<file path="config.mk">
export PLATFORM = sky130hd
export DESIGN_NAME = snurisc_mem_arbiter_flat
export DESIGN_NICKNAME = d
export VERILOG_FILES = /design/src/rtl/snurisc_mem_arbiter_if.sv /design/src/rtl/snurisc_mem_arbiter.sv /design/src/flat_wrapper.sv
export SDC_FILE = /design/constraint.sdc
export NUM_CORES = 1
export LEC_CHECK = 0
export ABC_AREA = 1
export BUFFER_PORTS_ARGS = -buffer_cell sky130_fd_sc_hd__buf_2
export CORE_ASPECT_RATIO = 0.7
export CORE_MARGIN = 2
export CORE_UTILIZATION = 39
export DETAILED_ROUTE_END_ITERATION = 10
export PLACE_DENSITY = 0.76
export SYNTH_ARGS = -nofsm -noshare
export SYNTH_HDL_FRONTEND = slang
export SYNTH_SLANG_ARGS = --single-unit
</file>
<file path="constraint.sdc">
create_clock -name i_clk -period 2.9 [get_ports i_clk]
set_clock_uncertainty 0.1 [all_clocks]
set_input_delay 0 -clock i_clk [delete_from_list [all_inputs] [get_ports i_clk]]
set_output_delay 0 -clock i_clk [all_outputs]
set_load 0.02 [all_outputs]
</file>
<file path="src/rtl/snurisc_mem_arbiter_if.sv">
// snurisc memory arbiter bus bundle.
// Groups the I$, D$ and backing-memory signals of the arbiter.
interface snurisc_mem_arbiter_if #(
    parameter int AWIDTH = 32,
    parameter int DWIDTH = AWIDTH
);
    logic              i_ic_rq;
    logic [AWIDTH-1:0] i_ic_addr;
    logic              o_ic_gnt;
    logic              o_ic_rvalid;
    logic [DWIDTH-1:0] o_ic_rdata;
    logic              o_ic_done;

    logic              i_dc_rq;
    logic              i_dc_rnw;
    logic [AWIDTH-1:0] i_dc_addr;
    logic [DWIDTH-1:0] i_dc_wdata;
    logic              o_dc_gnt;
    logic              o_dc_rvalid;
    logic [DWIDTH-1:0] o_dc_rdata;
    logic              o_dc_wready;
    logic              o_dc_done;

    logic              o_mem_rq;
    logic              o_mem_rnw;
    logic [AWIDTH-1:0] o_mem_addr;
    logic [DWIDTH-1:0] o_mem_wdata;
    logic              i_mem_ack;
    logic [DWIDTH-1:0] i_mem_rdata;

    modport master (
        input  i_ic_rq, i_ic_addr,
        output o_ic_gnt, o_ic_rvalid, o_ic_rdata, o_ic_done,
        input  i_dc_rq, i_dc_rnw, i_dc_addr, i_dc_wdata,
        output o_dc_gnt, o_dc_rvalid, o_dc_rdata, o_dc_wready, o_dc_done,
        output o_mem_rq, o_mem_rnw, o_mem_addr, o_mem_wdata,
        input  i_mem_ack, i_mem_rdata
    );

    modport slave (
        output i_ic_rq, i_ic_addr,
        input  o_ic_gnt, o_ic_rvalid, o_ic_rdata, o_ic_done,
        output i_dc_rq, i_dc_rnw, i_dc_addr, i_dc_wdata,
        input  o_dc_gnt, o_dc_rvalid, o_dc_rdata, o_dc_wready, o_dc_done,
        input  o_mem_rq, o_mem_rnw, o_mem_addr, o_mem_wdata,
        output i_mem_ack, i_mem_rdata
    );
endinterface

</file>
<file path="src/rtl/snurisc_mem_arbiter.sv">
// snurisc memory arbiter: shares one memory port between I$ and D$.
// Round-robin grant on ties, fixed-length line bursts over req/ack.
module snurisc_mem_arbiter #(
    parameter int AWIDTH     = 32,
    parameter int DWIDTH     = AWIDTH,
    parameter int LINE_WORDS = 4
) (
    input logic                   i_clk,
    input logic                   i_reset,
    snurisc_mem_arbiter_if.master bus
);
    localparam int BW    = $clog2(LINE_WORDS);
    localparam int BYTES = DWIDTH / 8;
    localparam int BSH   = $clog2(BYTES);
    localparam int OFFW  = $clog2(LINE_WORDS * BYTES);
    localparam logic [AWIDTH-1:0] OFF_MASK =
        {{(AWIDTH-OFFW){1'b0}}, {OFFW{1'b1}}};

    typedef enum logic [1:0] {
        IDLE,
        IC_BURST,
        DC_BURST
    } state_e;

    state_e            state_q, state_d;
    logic [BW-1:0]     beat_q, beat_d;
    logic              last_dc_q, last_dc_d;
    logic [AWIDTH-1:0] base_q, base_d;
    logic              rnw_q, rnw_d;
    logic              ic_rvalid_q, ic_rvalid_d;
    logic [DWIDTH-1:0] ic_rdata_q, ic_rdata_d;
    logic              ic_done_q, ic_done_d;
    logic              dc_rvalid_q, dc_rvalid_d;
    logic [DWIDTH-1:0] dc_rdata_q, dc_rdata_d;
    logic              dc_done_q, dc_done_d;

    logic              ic_gnt, dc_gnt;
    logic              ic_win, dc_win;
    logic              last_beat;
    logic              mem_rq, mem_rnw, dc_wready;
    logic [AWIDTH-1:0] mem_addr;
    logic [DWIDTH-1:0] mem_wdata;

    // State and registered response outputs.
    always_ff @(posedge i_clk or posedge i_reset) begin
        if (i_reset) begin
            state_q     <= IDLE;
            beat_q      <= '0;
            last_dc_q   <= 1'b0;
            base_q      <= '0;
            rnw_q       <= 1'b0;
            ic_rvalid_q <= 1'b0;
            ic_rdata_q  <= '0;
            ic_done_q   <= 1'b0;
            dc_rvalid_q <= 1'b0;
            dc_rdata_q  <= '0;
            dc_done_q   <= 1'b0;
        end else begin
            state_q     <= state_d;
            beat_q      <= beat_d;
            last_dc_q   <= last_dc_d;
            base_q      <= base_d;
            rnw_q       <= rnw_d;
            ic_rvalid_q <= ic_rvalid_d;
            ic_rdata_q  <= ic_rdata_d;
            ic_done_q   <= ic_done_d;
            dc_rvalid_q <= dc_rvalid_d;
            dc_rdata_q  <= dc_rdata_d;
            dc_done_q   <= dc_done_d;
        end
    end

    // Arbitration, burst sequencing and memory-side outputs.
    always_comb begin
        state_d     = state_q;
        beat_d      = beat_q;
        last_dc_d   = last_dc_q;
        base_d      = base_q;
        rnw_d       = rnw_q;
        ic_rvalid_d = 1'b0;
        ic_rdata_d  = '0;
        ic_done_d   = 1'b0;
        dc_rvalid_d = 1'b0;
        dc_rdata_d  = '0;
        dc_done_d   = 1'b0;
        ic_gnt      = 1'b0;
        dc_gnt      = 1'b0;
        ic_win      = 1'b0;
        dc_win      = 1'b0;
        mem_rq      = 1'b0;
        mem_rnw     = 1'b0;
        mem_addr    = '0;
        mem_wdata   = '0;
        dc_wready   = 1'b0;
        last_beat   = (beat_q == {BW{1'b1}});

        unique case (state_q)
            IDLE: begin
                // A done pulse still in flight holds off the next grant.
                if (!(ic_done_q || dc_done_q)) begin
                    dc_win = bus.i_dc_rq && (!bus.i_ic_rq || !last_dc_q);
                    ic_win = bus.i_ic_rq && !dc_win;
                end
                if (dc_win) begin
                    dc_gnt    = 1'b1;
                    base_d    = bus.i_dc_addr & ~OFF_MASK;
                    rnw_d     = bus.i_dc_rnw;
                    beat_d    = '0;
                    last_dc_d = 1'b1;
                    state_d   = DC_BURST;
                end else if (ic_win) begin
                    ic_gnt    = 1'b1;
                    base_d    = bus.i_ic_addr & ~OFF_MASK;
                    rnw_d     = 1'b1;
                    beat_d    = '0;
                    last_dc_d = 1'b0;
                    state_d   = IC_BURST;
                end
            end
            IC_BURST, DC_BURST: begin
                mem_rq   = 1'b1;
                mem_rnw  = rnw_q;
                mem_addr = base_q + (AWIDTH'(beat_q) << BSH);
                if (state_q == DC_BURST) begin
                    mem_wdata = bus.i_dc_wdata;
                    dc_wready = bus.i_mem_ack && !rnw_q;
                end
                if (bus.i_mem_ack) begin
                    beat_d = beat_q + BW'(1);
                    if (rnw_q) begin
                        if (state_q == IC_BURST) begin
                            ic_rvalid_d = 1'b1;
                            ic_rdata_d  = bus.i_mem_rdata;
                        end else begin
                            dc_rvalid_d = 1'b1;
                            dc_rdata_d  = bus.i_mem_rdata;
                        end
                    end
                    if (last_beat) begin
                        ic_done_d = (state_q == IC_BURST);
                        dc_done_d = (state_q == DC_BURST);
                        beat_d    = '0;
                        state_d   = IDLE;
                    end
                end
            end
            default: state_d = IDLE;
        endcase
    end

    assign bus.o_ic_gnt    = ic_gnt && !i_reset;
    assign bus.o_ic_rvalid = ic_rvalid_q;
    assign bus.o_ic_rdata  = ic_rdata_q;
    assign bus.o_ic_done   = ic_done_q;
    assign bus.o_dc_gnt    = dc_gnt && !i_reset;
    assign bus.o_dc_rvalid = dc_rvalid_q;
    assign bus.o_dc_rdata  = dc_rdata_q;
    assign bus.o_dc_wready = dc_wready;
    assign bus.o_dc_done   = dc_done_q;
    assign bus.o_mem_rq    = mem_rq;
    assign bus.o_mem_rnw   = mem_rnw;
    assign bus.o_mem_addr  = mem_addr;
    assign bus.o_mem_wdata = mem_wdata;
endmodule

</file>
<file path="src/flat_wrapper.sv">
// flat-port wrapper written by rule: the top's interface ports become plain ports
module snurisc_mem_arbiter_flat 
#(
    parameter int AWIDTH     = 32,
    parameter int DWIDTH     = AWIDTH,
    parameter int LINE_WORDS = 4
)
  (i_clk, i_reset, bus_i_ic_rq, bus_i_ic_addr, bus_o_ic_gnt, bus_o_ic_rvalid, bus_o_ic_rdata, bus_o_ic_done, bus_i_dc_rq, bus_i_dc_rnw, bus_i_dc_addr, bus_i_dc_wdata, bus_o_dc_gnt, bus_o_dc_rvalid, bus_o_dc_rdata, bus_o_dc_wready, bus_o_dc_done, bus_o_mem_rq, bus_o_mem_rnw, bus_o_mem_addr, bus_o_mem_wdata, bus_i_mem_ack, bus_i_mem_rdata);
  snurisc_mem_arbiter_if #(.AWIDTH(AWIDTH), .DWIDTH(DWIDTH)) bus_i ();
  input logic i_clk;
  input logic i_reset;
  input wire logic [$bits(bus_i.i_ic_rq)-1:0] bus_i_ic_rq;
  input wire logic [$bits(bus_i.i_ic_addr)-1:0] bus_i_ic_addr;
  output wire logic [$bits(bus_i.o_ic_gnt)-1:0] bus_o_ic_gnt;
  output wire logic [$bits(bus_i.o_ic_rvalid)-1:0] bus_o_ic_rvalid;
  output wire logic [$bits(bus_i.o_ic_rdata)-1:0] bus_o_ic_rdata;
  output wire logic [$bits(bus_i.o_ic_done)-1:0] bus_o_ic_done;
  input wire logic [$bits(bus_i.i_dc_rq)-1:0] bus_i_dc_rq;
  input wire logic [$bits(bus_i.i_dc_rnw)-1:0] bus_i_dc_rnw;
  input wire logic [$bits(bus_i.i_dc_addr)-1:0] bus_i_dc_addr;
  input wire logic [$bits(bus_i.i_dc_wdata)-1:0] bus_i_dc_wdata;
  output wire logic [$bits(bus_i.o_dc_gnt)-1:0] bus_o_dc_gnt;
  output wire logic [$bits(bus_i.o_dc_rvalid)-1:0] bus_o_dc_rvalid;
  output wire logic [$bits(bus_i.o_dc_rdata)-1:0] bus_o_dc_rdata;
  output wire logic [$bits(bus_i.o_dc_wready)-1:0] bus_o_dc_wready;
  output wire logic [$bits(bus_i.o_dc_done)-1:0] bus_o_dc_done;
  output wire logic [$bits(bus_i.o_mem_rq)-1:0] bus_o_mem_rq;
  output wire logic [$bits(bus_i.o_mem_rnw)-1:0] bus_o_mem_rnw;
  output wire logic [$bits(bus_i.o_mem_addr)-1:0] bus_o_mem_addr;
  output wire logic [$bits(bus_i.o_mem_wdata)-1:0] bus_o_mem_wdata;
  input wire logic [$bits(bus_i.i_mem_ack)-1:0] bus_i_mem_ack;
  input wire logic [$bits(bus_i.i_mem_rdata)-1:0] bus_i_mem_rdata;
  assign bus_i.i_ic_rq = bus_i_ic_rq;
  assign bus_i.i_ic_addr = bus_i_ic_addr;
  assign bus_o_ic_gnt = bus_i.o_ic_gnt;
  assign bus_o_ic_rvalid = bus_i.o_ic_rvalid;
  assign bus_o_ic_rdata = bus_i.o_ic_rdata;
  assign bus_o_ic_done = bus_i.o_ic_done;
  assign bus_i.i_dc_rq = bus_i_dc_rq;
  assign bus_i.i_dc_rnw = bus_i_dc_rnw;
  assign bus_i.i_dc_addr = bus_i_dc_addr;
  assign bus_i.i_dc_wdata = bus_i_dc_wdata;
  assign bus_o_dc_gnt = bus_i.o_dc_gnt;
  assign bus_o_dc_rvalid = bus_i.o_dc_rvalid;
  assign bus_o_dc_rdata = bus_i.o_dc_rdata;
  assign bus_o_dc_wready = bus_i.o_dc_wready;
  assign bus_o_dc_done = bus_i.o_dc_done;
  assign bus_o_mem_rq = bus_i.o_mem_rq;
  assign bus_o_mem_rnw = bus_i.o_mem_rnw;
  assign bus_o_mem_addr = bus_i.o_mem_addr;
  assign bus_o_mem_wdata = bus_i.o_mem_wdata;
  assign bus_i.i_mem_ack = bus_i_mem_ack;
  assign bus_i.i_mem_rdata = bus_i_mem_rdata;
  snurisc_mem_arbiter #(.AWIDTH(AWIDTH), .DWIDTH(DWIDTH), .LINE_WORDS(LINE_WORDS)) u_core (.i_clk(i_clk), .i_reset(i_reset), .bus(bus_i));
endmodule
</file>
==> metrics.txt <==
status finished clean; Port Buf Inserts 260; Critical Path RT 2.80 ns; critical path type register to output pin; EDFF count, synth 0; total die area 12,360 um2; postcts setup bufs 0; RSZ-0062 raised after global routing no; Synth Warn # 0; Final #Nets 1,064; CP max FO 36; max-slew violations 0; Place WS 0.6676 ns; most common cell after layout, fill and taps aside buf_2; vias post-DR 4,635; Max-cap violations 0; final WL 13,680 um; TritonCTS buffer count 9; Syn Area/Cell 7.712 um2; pin count of the biggest net entering global routing 92; synth top area cells dfrtp_1 57%, nand2_1 18%, inv_1 8.8%, nor2_1 8.8%, buf_2 1.6%; internal power 3210 uW; Max-slew headroom 25.55%; Async SR Flop Fraction 100.0%; sequential area share after synthesis 57.06%; net switching power 2326 uW; Max VDD drop 323.0 uV; min-delay src bus_i_dc_rq; combinational power share 44.4%; H-tree levels 3; PD cells 779.9 nW/um2; r2r setup slk 0.71 ns; layout cell share with drive strength beyond 1 31.18%; critical path endpoint bus_o_dc_wready; Buffers & Inverters on Critical Path 4; Clock power frac 21.0%; crit-path cells inv_1 > ha_1 > buf_4 > nand2_1 > buf_4 > nor3_1 > buf_2; CTS resizes 0; router iterations before antenna repair 4; Levels on crit path 7; core area 11,090 um2; final setup violation count 0; clk root buf clkbuf_16; Total GRT Usage 22.52%; Final Power 5536 uW; cells on worst reg2reg path 8; most frequent cells in the layout 260 x buf_2, 217 x nand2_1, 105 x nor2_1; r2r startpoint u_core.state_q[0]; chip width 132 um; CP peak stage delay 0.41 ns; site row count 32; die height 93.60 um; r2r endpoint u_core.bus.o_dc_rdata[4]; Yosys top cell area share 57.06%; Final period util 78.23%; DRT iter0 DRCs 243; Initial Utilization 40.33%; HPWL after detailed placement 8724 um; Top Ports 271; total grt overflow 0; critical path capture point type output pin; Final WS setup 0.6313 ns; initial antenna violation count 0; Fmax 0.4408 GHz; crit path from u_core.state_q[0]; Final Hold Viols 0; Hold WC Path Type input pin to register; WL/cell 12.63 um; P&R area growth vs syn 58.69%; CP max stage cell dfrtp_1; antenna cells 0; WP data arrival 2.17 ns; RePlAce Congestion 0.8074; Sw Share 42.01%; startpoint types register; leak pwr 0.004714 uW; via-per-instance ratio 4.280; TNS Setup 0 ns; Crit path top cell by count buf_4; dominant synthesized flop cell dfrtp_1; clock buffer depth 2; clk slew on worst S/H paths 0.07 ns; Period minus WS final 2.269 ns; Synth Instances 580; final antenna-violating net count 0; sequential power share 34.6%; clk sinks 102; Yosys cell types 17; post-synth top area cell dfrtp_1; DRC 0; synthesized area 4473 um2; Slew @ Worst Pin 1.117 ns; worst skew pair latency 0.34 ns; vias in the first global route 4,555; worst hold margin 0.08788 ns; final core utilization 64.00%; Hold-fix buffers, CTS 93; CP top delay family buffers and inverters; first-pass GRT wire length 22,080 um; flops & latches, synth 102; CTS tree done
logic make-up after synthesis:
group                      synth area share, %
other                                  0.08384
adders and majority gates                1.399
AOI/OAI and AO/OA                       0.1118
and+or+nand+nor                          29.20
buffers and inverters                    12.14
DFF                                      57.06
worst min-delay path by stage:
| stage | end | cells after the start |
|---|---|---|
| 3_3_place_gp | u_core.bus.o_dc_rdata[0] | 3 |
| 6_report | u_core.rnw_q | 6 |
| 4_1_cts | u_core.rnw_q | 6 |
| 5_1_grt | u_core.rnw_q | 6 |
| 3_5_place_dp | u_core.bus.o_ic_rdata[15] | 3 |
| 2_1_floorplan | bus_o_dc_gnt | 1 |
state kept, by name (all words and copies together), names as in the netlist:
| name | cells |
|---|---|
| u_core.bus.o_dc_rdata | 32 |
| u_core.bus.o_ic_rdata | 32 |
| u_core.base_q | 28 |
| u_core.beat_q | 2 |
| u_core.state_q | 2 |
| u_core.bus.o_dc_done | 1 |
| u_core.bus.o_dc_rvalid | 1 |
| u_core.bus.o_ic_done | 1 |
| u_core.bus.o_ic_rvalid | 1 |
| u_core.last_dc_q | 1 |
| u_core.rnw_q | 1 |
Yosys cell counts (2+ instances only):
| library cell | instances |
|---|---|
| buf_6 | 2 |
| nor2_1 | 105 |
| clkbuf_1 | 7 |
| ha_1 | 5 |
| nand3_1 | 7 |
| inv_2 | 2 |
| inv_1 | 105 |
| buf_2 | 14 |
| nor2_4 | 2 |
| nand2_2 | 3 |
| nand2_1 | 217 |
| dfrtp_1 | 102 |
| nor3_1 | 3 |
| buf_4 | 3 |
worst reg2reg max path, stage by stage (launching register included):
cell and delay (ns):
dfrtp_1 0.41, inv_1 0.08, ha_1 0.30, nand2_1 0.07, inv_1 0.04, nand2_1 0.08, nor2_1 0.06, inv_1 0.76
nor2_1 0.13
per-stage QoR:
stage / instances / area [um2]
floorplan: 581 / 4477
global placement: 974 / 5876
detailed placement: 974 / 5876
CTS: 1083 / 7098
global route: 1083 / 7098
finish: 1083 / 7098
area by class of cell:
cell class                 instances  area [um2]
inverter                         107       404.1
tap                              153       191.4
sequential                       102        2552
multi-input combinational        346        1381
clock inverter                     6       52.55
clock buffer                      10       239.0
fill                             896        3993
timing repair buffer             359        2277
layer usage:
layer | up-vias | wire length [um] | track usage (%)
li1 | 2320 | - | -
met3 | 28 | 1063 | 6.233
met2 | 203 | 6676 | 39.54
met4 | 0 | 310 | 7.428
met5 | - | 0 | 0
met1 | 2084 | 5628 | 26.98
power groups by stage:
stage	combinational, uW	clock, uW	sequential, uW
6_report	2460	1160	1920
5_1_grt	2720	1260	1960
4_1_cts	2450	1200	1910
3_5_place_dp	2260	0	1940
3_3_place_gp	2240	0	1920
2_1_floorplan	1400	0	2080
No activity file was read; power rests on OpenSTA's default activity.
